--- src/rtl/player_sprite_fetch.sv ---
// Player sprite read client: maps the VGA scan position onto sprite RAM addresses
// and aligns the RAM's registered data into a palette index with an opaque flag.
module player_sprite_fetch #(
    parameter int SPRITE_W    = 48,
    parameter int SPRITE_H    = 30,
    parameter int ADDR_W      = 19,
    parameter int DATA_W      = 5,
    parameter int TRANSPARENT = 0
) (
    input  logic              Clk,
    input  logic              Reset_n,
    input  logic              pix_en,
    input  logic              frame_start,
    input  logic [9:0]        DrawX,
    input  logic [9:0]        DrawY,
    input  logic [9:0]        PlayerX,
    input  logic [9:0]        PlayerY,
    input  logic [DATA_W-1:0] ram_data,
    output logic [ADDR_W-1:0] read_address,
    output logic              pix_valid,
    output logic              pix_on,
    output logic [DATA_W-1:0] pix_idx
);

    localparam logic signed [10:0] W_S = 11'(SPRITE_W);
    localparam logic signed [10:0] H_S = 11'(SPRITE_H);

    logic [9:0]         sx, sy;
    logic signed [10:0] dx, dy;
    logic               hit0;
    logic [ADDR_W-1:0]  addr0;
    logic               v1, h1, v2, h2;

    // Offsets are signed so pixels left of / above the sprite never alias into it.
    assign dx   = $signed({1'b0, DrawX}) - $signed({1'b0, sx});
    assign dy   = $signed({1'b0, DrawY}) - $signed({1'b0, sy});
    assign hit0 = pix_en && (dx >= 0) && (dx < W_S) && (dy >= 0) && (dy < H_S);

    assign addr0 = ADDR_W'(dy[9:0]) * ADDR_W'(SPRITE_W) + ADDR_W'(dx[9:0]);

    always_ff @(posedge Clk or negedge Reset_n) begin
        if (!Reset_n) begin
            sx           <= '0;
            sy           <= '0;
            read_address <= '0;
            v1           <= 1'b0;
            h1           <= 1'b0;
            v2           <= 1'b0;
            h2           <= 1'b0;
        end else begin
            // Position shadow only moves at frame start so a frame never tears.
            if (frame_start) begin
                sx <= PlayerX;
                sy <= PlayerY;
            end
            read_address <= hit0 ? addr0 : '0;
            v1           <= pix_en;
            h1           <= hit0;
            v2           <= v1;
            h2           <= h1;
        end
    end

    // pix_valid qualifies pix_on/pix_idx two clocks after pix_en; there is no
    // ready, the pipeline never stalls and pix_en gaps come out as bubbles.
    assign pix_valid = v2;
    assign pix_on    = v2 & h2 & (ram_data != DATA_W'(TRANSPARENT));
    assign pix_idx   = pix_on ? ram_data : '0;

endmodule

--- config.mk ---
export PLATFORM = sky130hd
export DESIGN_NAME = player_sprite_fetch
export DESIGN_NICKNAME = d
export VERILOG_FILES = /design/src/rtl/player_sprite_fetch.sv
export SDC_FILE = /design/constraint.sdc
export NUM_CORES = 1
export LEC_CHECK = 0
export ABC_AREA = 1
export CAP_MARGIN = 20
export CORE_ASPECT_RATIO = 1.1
export CORE_UTILIZATION = 47
export DETAILED_ROUTE_END_ITERATION = 6
export PLACE_DENSITY = 0.9
export SLEW_MARGIN = 5
export SYNTH_ARGS = -nofsm -noshare
export SYNTH_HDL_FRONTEND = slang
export SYNTH_SLANG_ARGS = --single-unit
--- constraint.sdc ---
create_clock -name Clk -period 3.3 [get_ports Clk]
set_input_delay 0.33 -clock Clk [delete_from_list [all_inputs] [get_ports Clk]]
set_output_delay 0.33 -clock Clk [all_outputs]
set_load 0.01 [all_outputs]
==> impl_metrics.json, run 1 <==
{
  "synth_largest_area_cell": "dfrtp_1",
  "fin_nets": 721,
  "ir_drop_mv": 0.349,
  "grtUsageTotal_pct": 25.7,
  "grt_pass1_wl_um": 15700,
  "worstMarginPinSlew_ns": 0.869,
  "end_kind": "flip-flop",
  "syn-cell-area_mm2": 0.00347,
  "hold_violations": 0,
  "violations": "design-rule violations, negative setup slack",
  "fmax_ghz": 0.283,
  "syn2layout_area_growth_pct": 46.5,
  "drive_gt1_share_pct": 23.2,
  "leakage_nw": 2.70,
  "synth_edf_count": 0,
  "start_kind": "flip-flop",
  "cts_buffers": 5,
  "finalWeightedCongestion": 0.863,
  "first_global_vias": 3721,
  "clockRootBuffer": "clkbuf_8",
  "rsz0062_at_grt": "true",
  "die_area_mm2": 0.00773,
  "synthAdderAreaFrac_pct": 17.1,
  "antenna_found_initial": 0,
  "crit_top_cell": "nand2_1",
  "rows": 32,
  "initial_core_util_pct": 49.0,
  "utilization_pct": 71.7,
  "status": "finished with violations",
  "cts.path.max_buffers": 2,
  "power.density_mw_per_mm2": 730,
  "die_h_um": 92.1,
  "crit_fanout": 3,
  "worst-setup-path-type": "flip-flop to flip-flop",
  "cap_violations": 0,
  "first_pass_iters": 7,
  "fin_skew_ns": 0.00895,
  "coreArea_mm2": 0.00709,
  "yosysSeqAreaShare_pct": 29.6,
  "placed_area_mm2": 0.00465,
  "via_per_inst": 5.11,
  "synth_top_family_by_area": "simple AND/OR/NAND/NOR gates",
  "drv_slew": 0,
  "portBuffers": 72,
  "place_ws_ns": -0.678,
  "period_share_pct": 107,
  "fp.dieW_um": 83.9,
  "routed_wl_um": 9630,
  "drcViolationCount": 14,
  "drt-initial-drc-count": 216,
  "cts.sinks": 41,
  "ant_nets": 0,
  "ff_latch_area_mm2": 0.00103,
  "synthXorXnorAreaFrac_pct": 5.30,
  "yosys-top-cells-area": "dfrtp_1 30%, ha_1 15%, nand2_1 14%",
  "path_cells": "ha_2 -> fa_2 -> xnor2_4 -> buf_4 -> fa_2 -> nand3_2 -> nand3_2 -> xor2_1 -> ha_1 -> nand2_2 -> nor2_4 -> a21oi_2 -> nor2_1 -> nand2_1 -> nor2_2 -> nand2_1 -> nand2_1 -> nand2_1 -> nor2_1",
  "setup_violations": 7,
  "max_stage_delay_ns": 0.41,
  "ios": 75,
  "dp_hpwl_um": 6590,
  "grt-ovfl-total": 0,
  "clk_pin_slew_worst_paths_ns": 0.09,
  "htreeDepth": 2,
  "min_path_type": "input pin to asynchronous set/reset pin",
  "synth-compound-area-share_pct": 8.29,
  "stdcell_area_mm2": 0.00508,
  "avgRoutedWirePerCell_um": 13.5,
  "period_minus_slack_ns": 3.53,
  "hold_buffers": 0,
  "ys_types": 30,
  "dominantRegCellSynth": "dfrtp_1",
  "arrival_ns": 3.76,
  "vias": 3641,
  "clkLatencyLatePin_ns": 0.31,
  "postSynth.asyncResetShare_pct": 100,
  "grt_start_max_net_pins": 42,
  "worst_path_max_delay_cell": "fa_2",
  "multiInputGateArea_mm2": 0.00226,
  "cts_tree": "yes",
  "syn-mean-instance-area_um2": 7.20,
  "required_ns": 3.53,
  "fillers": 528,
  "ys_warn_count": 0,
  "synth_top_area_share_pct": 29.6,
  "whs_ns": 0.131,
  "synth.ff_latch_count": 41,
  "slew_headroom_pct": 42.1,
  "worst_slack_ns": -0.230,
  "synthSimpleGateAreaFrac_pct": 27.6,
  "synthMuxAreaShare_pct": 0.649,
  "antenna_cells": 0,
  "syn_inst": 482
}
-- flip-flops by register name (all words and copies together), names as in the netlist --
signal / flops
h1: 1
h2: 1
pix_valid: 1
read_address: 17
sx: 10
sy: 10
v1: 1
-- what timing repair did --
action	in CTS	in global routing
setup buffers	15	5
gates resized for setup	26	25
pin swaps	31	29
hold endpoints to repair	0	0
setup endpoints to repair	9	12
-- power breakdown --
group	leakage [nW]	internal (W)	switching, W	total [W]
registers	0.531	0.000525	0.00000953	0.000535
clock network	0.0439	0.000146	0.000183	0.000329
logic	2.12	0.00134	0.00151	0.00285
-- critical path, delay by kind of cell, from the launching register on --
kind / cells / cell delay [ns]
xor+xnor: 2 / 0.33
simple gates: 11 / 1.14
buf+inv: 1 / 0.17
compound gates: 1 / 0.08
flops: 1 / 0.39
fa+ha+maj: 4 / 1.34
-- worst paths after layout --
path                       cells past startpoint  startpoint  slack, ns               end
max                                           19       sy[0]      -0.23  read_address[14]
min                                            1     Reset_n       0.13             sx[5]
max reg2reg                                   19       sy[0]      -0.23  read_address[14]
min reg2reg                                    0          v1       0.35         pix_valid
max in group asynchronous                      1     Reset_n       2.62                h2
min in group Clk                               0          v1       0.35         pix_valid
-- cell families after synthesis --
family,count (synthesis)
AOI/OAI and AO/OA,52
muxes,2
xor gates and xnor gates,21
other,1
DFF,41
and+or+nand+nor,222
adders and majority gates,45
buffers and inverters,98
-- metrics by stage --
stage                     total power, W  std cells  setup TNS (ns)
final                            0.00371        713           -1.02
after global routing             0.00398        713           -1.97
after CTS                        0.00323        710         -0.0552
after detailed placement         0.00259        687           -5.48
after global placement           0.00251        687           -3.41
after floorplan                  0.00184        483        -0.00220
-- cell usage after synthesis (all sizes together), types with 2 or more instances --
cell / count
a21oi: 22
nand4: 7
mux2: 2
nor3: 2
fa: 4
nand3: 31
xnor2: 9
or2: 2
clkbuf: 4
buf: 3
xor2: 12
ha: 41
nor2: 44
nand2: 135
inv: 91
dfrtp: 41
o21ai: 21
a31oi: 2
o21bai: 6
-- layout make-up --
cell class | instances | share of cell area [%]
inverter | 91 | 6.77
sequential | 41 | 20.2
multi-input combinational | 344 | 44.4
tap | 85 | 2.09
clock inverter | 3 | 0.345
timing repair buffer | 144 | 24.9
clock buffer | 5 | 1.35
-- metal layers --
layer	track usage [%]	wire [um]	up-vias
li1	-	-	1776
met1	24.4	3440	1652
met2	50.2	5090	155
met3	4.05	413	58
met4	17.5	685	0
met5	0	0	-
-- cells in the final DEF, fill, tap and decap left out, drive strengths merged, types with 2 or more instances in the layout --
cell type and count:
ha 41, o21bai 6, clkinv 2, clkdlybuf4s50 68, nand3 31, a21oi 22, nor2 44, xor2 12
fa 4, mux2 2, or2 2, conb 2, o21ai 21, inv 91, nand2 135, dfrtp 41
dlygate4sd2 2, clkbuf 5, a31oi 2, xnor2 9, buf 73, nor3 2, nand4 7
No activity file was read; power rests on OpenSTA's default activity.
==> run 2: changes to the inputs <==
--- a/config.mk
+++ b/config.mk
@@ -9,6 +9,7 @@
 export CAP_MARGIN = 20
 export CORE_ASPECT_RATIO = 1.1
 export CORE_UTILIZATION = 47
+export CTS_CLUSTER_DIAMETER = 200
 export DETAILED_ROUTE_END_ITERATION = 6
 export PLACE_DENSITY = 0.9
 export SLEW_MARGIN = 5
==> results of run 2 <==
The final DEF is identical to that of run 1; final timing and power are the same.
==> run 3: changes to the inputs <==
--- a/config.mk
+++ b/config.mk
@@ -8,10 +8,10 @@
 export ABC_AREA = 1
 export CAP_MARGIN = 20
 export CORE_ASPECT_RATIO = 1.1
-export CORE_UTILIZATION = 47
+export CORE_UTILIZATION = 52
 export CTS_CLUSTER_DIAMETER = 200
 export DETAILED_ROUTE_END_ITERATION = 6
-export PLACE_DENSITY = 0.9
+export PLACE_DENSITY = 0.94
 export SLEW_MARGIN = 5
 export SYNTH_ARGS = -nofsm -noshare
 export SYNTH_HDL_FRONTEND = slang
==> constraint.sdc (replaced) <==
create_clock -name Clk -period 3.6 [get_ports Clk]
set_input_delay 0.36 -clock Clk [delete_from_list [all_inputs] [get_ports Clk]]
set_output_delay 0.36 -clock Clk [all_outputs]
set_load 0.01 [all_outputs]
==> run 3 against run 2 <==
The run now ends clean. Clock-buffer cell count up 2. Sequential cell count unchanged. Non-clock buffer count down 38. First-iteration DRC count down 20%. Register-to-register slack better by 0.39 ns. Final area down 6.3%. Wire length down 12%. Die area down 9.4%. Clock power up 17%. Setup slack better by 0.38 ns. Combinational power down 26%.
==> impl_metrics.json, run 3 (synthesis results as in run 1) <==
{
  "status": "finished, final reports clean",
  "ant_nets": 0,
  "die_h_um": 87.7,
  "whs_ns": 0.170,
  "required_ns": 3.79,
  "dpl.cell_count": 652,
  "syn2layout_area_growth_pct": 37.3,
  "regMostFlops": "read_address",
  "avgRoutedWirePerCell_um": 12.7,
  "cts_tree": "yes",
  "antenna_found_initial": 0,
  "r2r_end": "read_address[15]",
  "clkLatencyLatePin_ns": 0.30,
  "critPathLaunch": "DrawY[1]",
  "fp.dieW_um": 79.9,
  "worst_path_max_delay_cell": "clkdlybuf4s50_1",
  "end_kind": "flip-flop",
  "crit_top_cell": "nand2_1",
  "rows": 30,
  "largest_register_ffs": 17,
  "worst-setup-path-type": "input pin to flip-flop",
  "hold_buffers": 0,
  "drv_slew": 0,
  "cap_violations": 0,
  "period_share_pct": 95.9,
  "drive_gt1_share_pct": 16.4,
  "drcViolationCount": 0,
  "start_kind": "input pin",
  "place_ws_ns": -0.396,
  "initial_core_util_pct": 55.0,
  "r2r_setup_slack_ns": 0.16,
  "cts.sinks": 41,
  "cp.buffers_inverters": 3,
  "coreArea_mm2": 0.00631,
  "first_pass_iters": 5,
  "grt-ovfl-total": 0,
  "crit_fanout": 4,
  "final_common_cell": "nand2_1",
  "leakage_nw": 2.53,
  "arrival_ns": 3.64,
  "drt-initial-drc-count": 172,
  "final_cells": 670,
  "via_per_inst": 5.09,
  "worst_slack_ns": 0.149,
  "path_cells": "clkdlybuf4s50_1 -> ha_1 -> nand2_2 -> o21bai_1 -> xor2_1 -> ha_2 -> buf_4 -> buf_4 -> xor2_1 -> ha_1 -> nand2_1 -> nor2_1 -> nand2_1 -> nand3_2 -> a21oi_2 -> nor2_2 -> nand2_2 -> nor2_2 -> nand3_1 -> nand2_1 -> nor2_1",
  "htreeDepth": 2,
  "antenna_cells": 0,
  "dp_hpwl_um": 6400,
  "grtUsageTotal_pct": 24.6,
  "reg2reg_depth": 18,
  "fmax_ghz": 0.290,
  "cp_top_family": "simple AND/OR/NAND/NOR gates",
  "min_path_type": "input pin to asynchronous set/reset pin",
  "grt_pass1_wl_um": 13600,
  "fin_nets": 683,
  "grt_start_max_net_pins": 42,
  "top_regs": "read_address: 17 flops, sx: 10 flops, sy: 10 flops",
  "finalWeightedCongestion": 0.876,
  "first_global_vias": 3265,
  "ios": 75,
  "die_area_mm2": 0.00700,
  "hold_violations": 0,
  "routed_wl_um": 8480,
  "reg2reg_from": "sy[0]",
  "ir_drop_mv": 0.399,
  "final_cell_mix": "127 x nand2_1, 89 x inv_1, 69 x clkdlybuf4s50_1, 41 x dfrtp_1, 35 x ha_1",
  "path_depth": 21,
  "cts_buffers": 5,
  "clk_pin_slew_worst_paths_ns": 0.08,
  "power.density_mw_per_mm2": 629,
  "worstMarginPinSlew_ns": 0.862,
  "fin_tns_setup_ns": 0,
  "setup_violations": 0,
  "max_stage_delay_ns": 0.42,
  "vias": 3410,
  "fin_skew_ns": 0.00653,
  "endpoint": "read_address[15]",
  "clockRootBuffer": "clkbuf_8",
  "period_minus_slack_ns": 3.45,
  "slew_headroom_pct": 42.5,
  "portBuffers": 72,
  "cts.path.max_buffers": 2
}
## run 3: cell types whose count changed in the layout (fill, tap and decap cells not counted), moves of 2 or more
cell	previous run	this run
inv_2	4	1
nor2_4	3	1
inv_1	86	89
clkinv_2	2	0
nand2_2	10	8
ha_4	5	3
buf_4	70	33
nand2_1	125	127
dlygate4sd2_1	2	0
nor2_1	26	28
## run 3: layout make-up
class	instances	area [um^2]
clock inverters	1	30.0
inverters	91	344
repair buffers	106	980
flip-flops and latches	41	1030
clock buffers	7	86.3
multi-input cells	344	2200
fillers	436	1540
well taps	80	100
## run 3: how the worst min path moves through the flow
stage / endpoint / slack (ns) / cells after the start
after CTS: sx[5] / 0.20 / 1
after global routing: sx[3] / 0.24 / 1
after global placement: h2 / 0.33 / 0
after detailed placement: pix_valid / 0.33 / 0
final: sx[6] / 0.17 / 1
after floorplan: h1 / 0.06 / 0
## run 3: stage by stage
step | cell area [um^2] | utilization [%] | total power (W)
final | 4760 | 75.5 | 0.00299
after global routing | 4760 | 75.5 | 0.00324
after CTS | 4550 | 72.1 | 0.00265
after detailed placement | 4420 | 70.1 | 0.00224
after global placement | 4420 | 70.1 | 0.00216
after floorplan | 3470 | - | 0.00168
## run 3: metal layers
| metal | GRT usage, % | up-vias | part of all wire, % |
|---|---|---|---|
| met5 | 0 | - | 0 |
| met4 | 9.25 | 0 | 2.2 |
| met3 | 3.13 | 19 | 4.3 |
| met2 | 49.5 | 111 | 55 |
| met1 | 25.6 | 1577 | 38 |
| li1 | - | 1703 | - |
## run 3: power by group
| group | switching, W | internal, W | total [W] |
|---|---|---|---|
| sequential | 0.00000890 | 0.000482 | 0.000491 |
| combinational | 0.00116 | 0.000961 | 0.00212 |
| clock | 0.000159 | 0.000226 | 0.000385 |
| total | 0.00133 | 0.00167 | 0.00299 |
## run 3: timing repair
action                     CTS  global route
hold endpoints to repair     0             0
cloned                       0             0
setup buffers                0            10
setup endpoints to repair    4             7
resized for setup            4            33
pin swaps                    0            30
==> RTL change 1: new RTL, flow settings as in run 3 <==
Take the reset off `read_address` and load it in a clocked block of its own.
--- a/src/rtl/player_sprite_fetch.sv
+++ b/src/rtl/player_sprite_fetch.sv
@@ -43,5 +43,4 @@
             sx           <= '0;
             sy           <= '0;
-            read_address <= '0;
             v1           <= 1'b0;
             h1           <= 1'b0;
@@ -54,5 +53,4 @@
                 sy <= PlayerY;
             end
-            read_address <= hit0 ? addr0 : '0;
             v1           <= pix_en;
             h1           <= hit0;
@@ -60,4 +58,8 @@
             h2           <= h1;
         end
+    end
+
+    always_ff @(posedge Clk) begin
+        read_address <= hit0 ? addr0 : '0;
     end
 
Function: changed (Yosys sat finds a counterexample within 4 cycles, from zero or initial values and one cycle with Reset_n low).
==> RTL change 1 against run 3 <==
  * The flow now finishes with violations (negative setup slack)
  * Die area down 7.0%
  * Clock skew grew 12 ps
  * Highest routed layer unchanged
  * Worst setup slack got worse by 270 ps
  * Total power increased by 12%
  * Design area is 0.11% lower
  * Sequential cell count stayed put
  * Fmax is 7.4% lower
  * Critical path depth is 4 lower
  * Critical path type is now register to register
  * Wire length rose by 35%
  * Synthesized area fell by 7.2%
  * Non-clock buffer count increased by 12
==> RTL change 1: results (changes against run 3) <==
Cells and area
  • Nets@finish: 637 (-6.7%)
  • Diode count: 0 (unchanged)
  • Ratio of cells with drive above 1 in the final layout: 20.7% (+4.3 points)
  • Number of fill cells: 325 (-25%)

Placement
  • Port buffer count: 72 (unchanged)
  • Gp weighted congestion: 0.892 (+1.8%)
  • Placement Setup Slack: -454 ps (-57.6 ps)
  • HPWL Detailed: 6190 um (-3.3%)

Worst setup path
  • R2R Path End: read_address[14]$_SDFF_PN0_
  • R2r startpoint: sy[0]$_DFFE_PN0P_
  • Slowest cell on crit path: dfrtp_1
  • R2R depth: 17 (-1)
  • CP arrival: 3970 ps (+330 ps)
  • Worst path top cell family by delay: adder cells
  • CP Max Fanout: 4 (unchanged)
  • Worst setup path class: register to register
  • Largest stage delay, worst path: 400 ps (-20 ps)

Routing
  • First-pass iteration count of the detailed router: 6 (+1)
  • Iter 0 DRT Violations: 452 (+160%)
  • Routed wire per std cell: 18.4 um (+45%)
  • Mean number of vias per cell: 5.77 (+13%)

CTS
  • Clock-pin slew of the registers on the worst-case setup and hold paths: ~90 ps
  • CTS buffer count: 5 (unchanged)
  • Clk_lat worst skew: just over 300 ps
  • Htree depth: 2 (unchanged)

Timing
  • Worst setup margin: -125 ps (-274 ps)
  • Clk_skew: 19.0 ps (+12.5 ps)
  • Hold Fails Final Rpt: 0 (unchanged)
  • Total Neg Setup Slack: -169 ps (-169 ps)
  • Hold WS: 316 ps (+146 ps)
  • # setup viols final: 3 (+3)

Run status
  • Failing checks: negative setup slack
  • Status: complete, but fails checks

Yosys
  • Top cells by area, synth: dfrtp_1 (19%), ha_1 (16%), nand2_1 (12%), dfxtp_1 (11%), inv_1 (8.4%)
  • Yosys warns: 0 (unchanged)
  • Ys flop type: dfrtp_1
  • Sequential fraction of the synthesis area: 29.2% (-0.34 points)
  • Asr flop ratio synth: 58.5% (-41 points)
  • Synth cell count leaders: nand2_1 (104), inv_1 (72), ha_1 (40)
  • Synth cell types: 32 (+6.7%)

Pwr
  • Maximum VDD drop: 0.000489 V (+23%)
  • Leak: 2.38 nW (-5.7%)

Global routing
  • Vias in the first global route: 3448 (+5.6%)
  • First-pass GRT wire length: 15300 um (+13%)
  • Largest net degree at the start of global routing: 39 (-7.1%)
  • Total GRT Usage: 29.7% (+5.1 points)

Min path
  • Hold WC Path Type: input port to asynchronous set/reset pin
## RTL change 1: per-layer routing
layer,wire length [um],up-vias,track usage (%)
li1,-,1584,-
met1,4090,1616,30.3
met2,5680,292,54.3
met3,929,94,6.74
met4,715,0,19.0
met5,0,-,0
## RTL change 1: logic make-up (layout without fill, tap and decap cells)
logic type	count (synthesis)	in the layout	share of synthesized area, %
multiplexers	2	2	0.700
other	1	2	0.116
XOR/XNOR	22	22	6.22
AND/OR/NAND/NOR	184	184	26.9
buffers and inverters	81	200	10.1
adder cells (fa/ha/maj)	44	44	18.0
flip-flops	41	41	29.2
AO/OA/AOI/OAI	50	50	8.67
## RTL change 1: what timing repair did
item | 4_1_cts | 5_1_grt
setup buffers | 4 | 8
hold endpoints to repair | 0 | 0
endpoints found under the setup margin | 7 | 10
resized for setup | 14 | 38
pin swaps | 14 | 28
## RTL change 1: cell type report
type                            instances  area, um^2  share of cell area [%]
Tap cell                               77        96.3                    2.03
Timing Repair Buffer                  118        1110                    23.3
Clock buffer                            6        72.6                    1.53
Sequential cell                        41         941                    19.8
Inverter                               74         280                    5.89
Multi-Input combinational cell        304        2220                    46.6
Clock inverter                          2        38.8                   0.815
## RTL change 1: power breakdown
part           switching [mW]  internal, mW
Sequential            0.00963         0.479
Clock                   0.179         0.209
Combinational            1.35          1.14
## RTL change 1: metrics by stage
stage	util, %	std cells	cell area (um^2)
global route	80.9	622	4760
detailed placement	72.1	600	4240
global placement	72.1	600	4240
finish	80.9	622	4760
floorplan	-	426	3220
CTS	75.6	612	4450
## RTL change 1: worst register-to-register path: cells and delay by family, from the launching register on
family / cells / cell delay (ps)
simple gates: 6 / 720
xor+xnor: 2 / 440
buf+inv: 1 / 80
compound gates: 4 / 750
flops: 1 / 400
fa+ha+maj: 4 / 1280
==> RTL change 2: new RTL, settings of run 3 <==
Made on the original files. `ADDR_W`: 19 -> 17.
--- a/src/rtl/player_sprite_fetch.sv
+++ b/src/rtl/player_sprite_fetch.sv
@@ -4,5 +4,5 @@
     parameter int SPRITE_W    = 48,
     parameter int SPRITE_H    = 30,
-    parameter int ADDR_W      = 19,
+    parameter int ADDR_W      = 17,
     parameter int DATA_W      = 5,
     parameter int TRANSPARENT = 0
Interface: changed (resized read_address); port bits go from 75 to 73. The function was not compared with the original's and may differ.
==> RTL change 2 against run 3 <==
  * Wire length up 3.3%
  * Register-to-register slack lost 90 ps
  * Synthesized area down 0.54%
  * Total power grew 0.82%
  * Count of clock-buffer cells in the layout did not move
  * Design area increased by 0.32%
  * Worst setup slack lost 93 ps
  * Sequential cell count stayed put
  * First-iteration DRC count increased by 4.1%
==> RTL change 2: results (changes against run 3) <==
Worst setup path
  • Worst path top cell family by delay: buffers and inverters
  • Slowest cell on crit path: clkdlybuf4s50_1
  • CP arrival: 3740 ps (+100 ps)
  • Largest stage delay, worst path: 450 ps (+30 ps)

Timing
  • Clk_skew: 8.71 ps (+2.17 ps)
  • Relative slew slack: 43.0% (+0.44 points)

Yosys
  • Yosys warns: 0 (unchanged)
  • Post-synthesis mux area share: 0.653% (+0.0035 points)
  • Post-synthesis compound-gate area fraction: 8.34% (+0.045 points)
  • Synth cell types: 28 (-6.7%)
  • Mapped Cells: 479 (-0.62%)
  • Post-synthesis adder-cell area fraction: 17.2% (+0.093 points)
  • Sequential fraction of the synthesis area: 29.7% (+0.16 points)

Global routing
  • First-pass GRT wire length: 14100 um (+3.8%)
  • Vias in the first global route: 3446 (+5.5%)
  • Total GRT Usage: 25.8% (+1.2 points)
  • Met1 Use GR: 26.4% (+0.81 points)
  • GRT met3 Usage: 3.77% (+0.64 points)
  • Met2 Use GR: 51.1% (+1.6 points)

Pwr
  • Maximum VDD drop: 0.000359 V (-9.9%)
  • Leak: 2.52 nW (-0.13%)

Placement
  • DP Area: 4410 um^2 (-0.17%)
  • Placed Cells: 650 (-0.31%)
  • Placement Setup Slack: -451 ps (-54.8 ps)
  • Gp weighted congestion: 0.871 (-0.64%)

Routing
  • Iter 0 DRT Violations: 179 (+4.1%)
  • Routed wire per std cell: 13.1 um (+3.6%)
  • Routed metal-1 wirelength: 3190 um (-1.1%)
  • Met3 WL: 361 um (-0.28%)
  • Metal2 WL: 4880 um (+3.9%)
  • First-pass iteration count of the detailed router: 4 (-1)
  • Mean number of vias per cell: 5.10 (+0.30%)

Cells and area
  • Number of fill cells: 438 (+0.46%)
  • Ratio of cells with drive above 1 in the final layout: 16.5% (+0.056 points)
  • Largest reg by FF count: read_address
  • Post-route design area: 4780 um^2 (+0.32%)
  • Nets@finish: 681 (-0.29%)
  • Post-Layout Cell Count: 668 (-0.30%)

Run status
  • Status: finished clean
[RTL change 2: cell count changes after synthesis, sizes merged]
| cell | run 3 | this run |
|---|---|---|
| buf | 3 | 1 |
| conb | 1 | 0 |
[RTL change 2: report_power, final]
| group | switching (mW) | leakage (nW) | total [mW] | internal (mW) |
|---|---|---|---|---|
| logic | 1.15 | 1.93 | 2.14 | 0.991 |
| clock network | 0.165 | 0.0585 | 0.392 | 0.226 |
| registers | 0.00947 | 0.531 | 0.491 | 0.482 |
| total | 1.32 | 2.52 | 3.02 | 1.70 |
[RTL change 2: layout make-up]
cell class,instances,area share (%)
multi-input combinational,342,46.3
clock inverter,1,0.629
sequential,41,21.5
tap,80,2.10
inverter,91,7.20
timing repair buffer,106,20.5
clock buffer,7,1.81
[RTL change 2: cell families after synthesis]
kind of cell / Yosys count
mux: 2
simple gates: 222
flops: 41
compound gates: 52
xor+xnor: 21
fa+ha+maj: 45
buf+inv: 96
[RTL change 2: final timing paths]
path / depth (start not counted) / slack [ps] / start / to
worst max-delay path: 22 / 60 / DrawX[0] / read_address[11]$_DFF_PN0_
max in group asynchronous: 1 / 2900 / Reset_n / v1$_DFF_PN0_
worst min-delay path: 1 / 160 / Reset_n / sy[0]$_DFFE_PN0P_
worst min register to register: 0 / 350 / h1$_DFF_PN0_ / h2$_DFF_PN0_
min in group Clk: 0 / 350 / h1$_DFF_PN0_ / h2$_DFF_PN0_
worst max register to register: 18 / 70 / sy[0]$_DFFE_PN0P_ / read_address[11]$_DFF_PN0_
[RTL change 2: what timing repair did]
item,in CTS,in global routing
gates resized for setup,8,29
pin swaps,4,28
buffers inserted,0,10
endpoints found under the hold margin,0,0
setup endpoints to repair,6,6
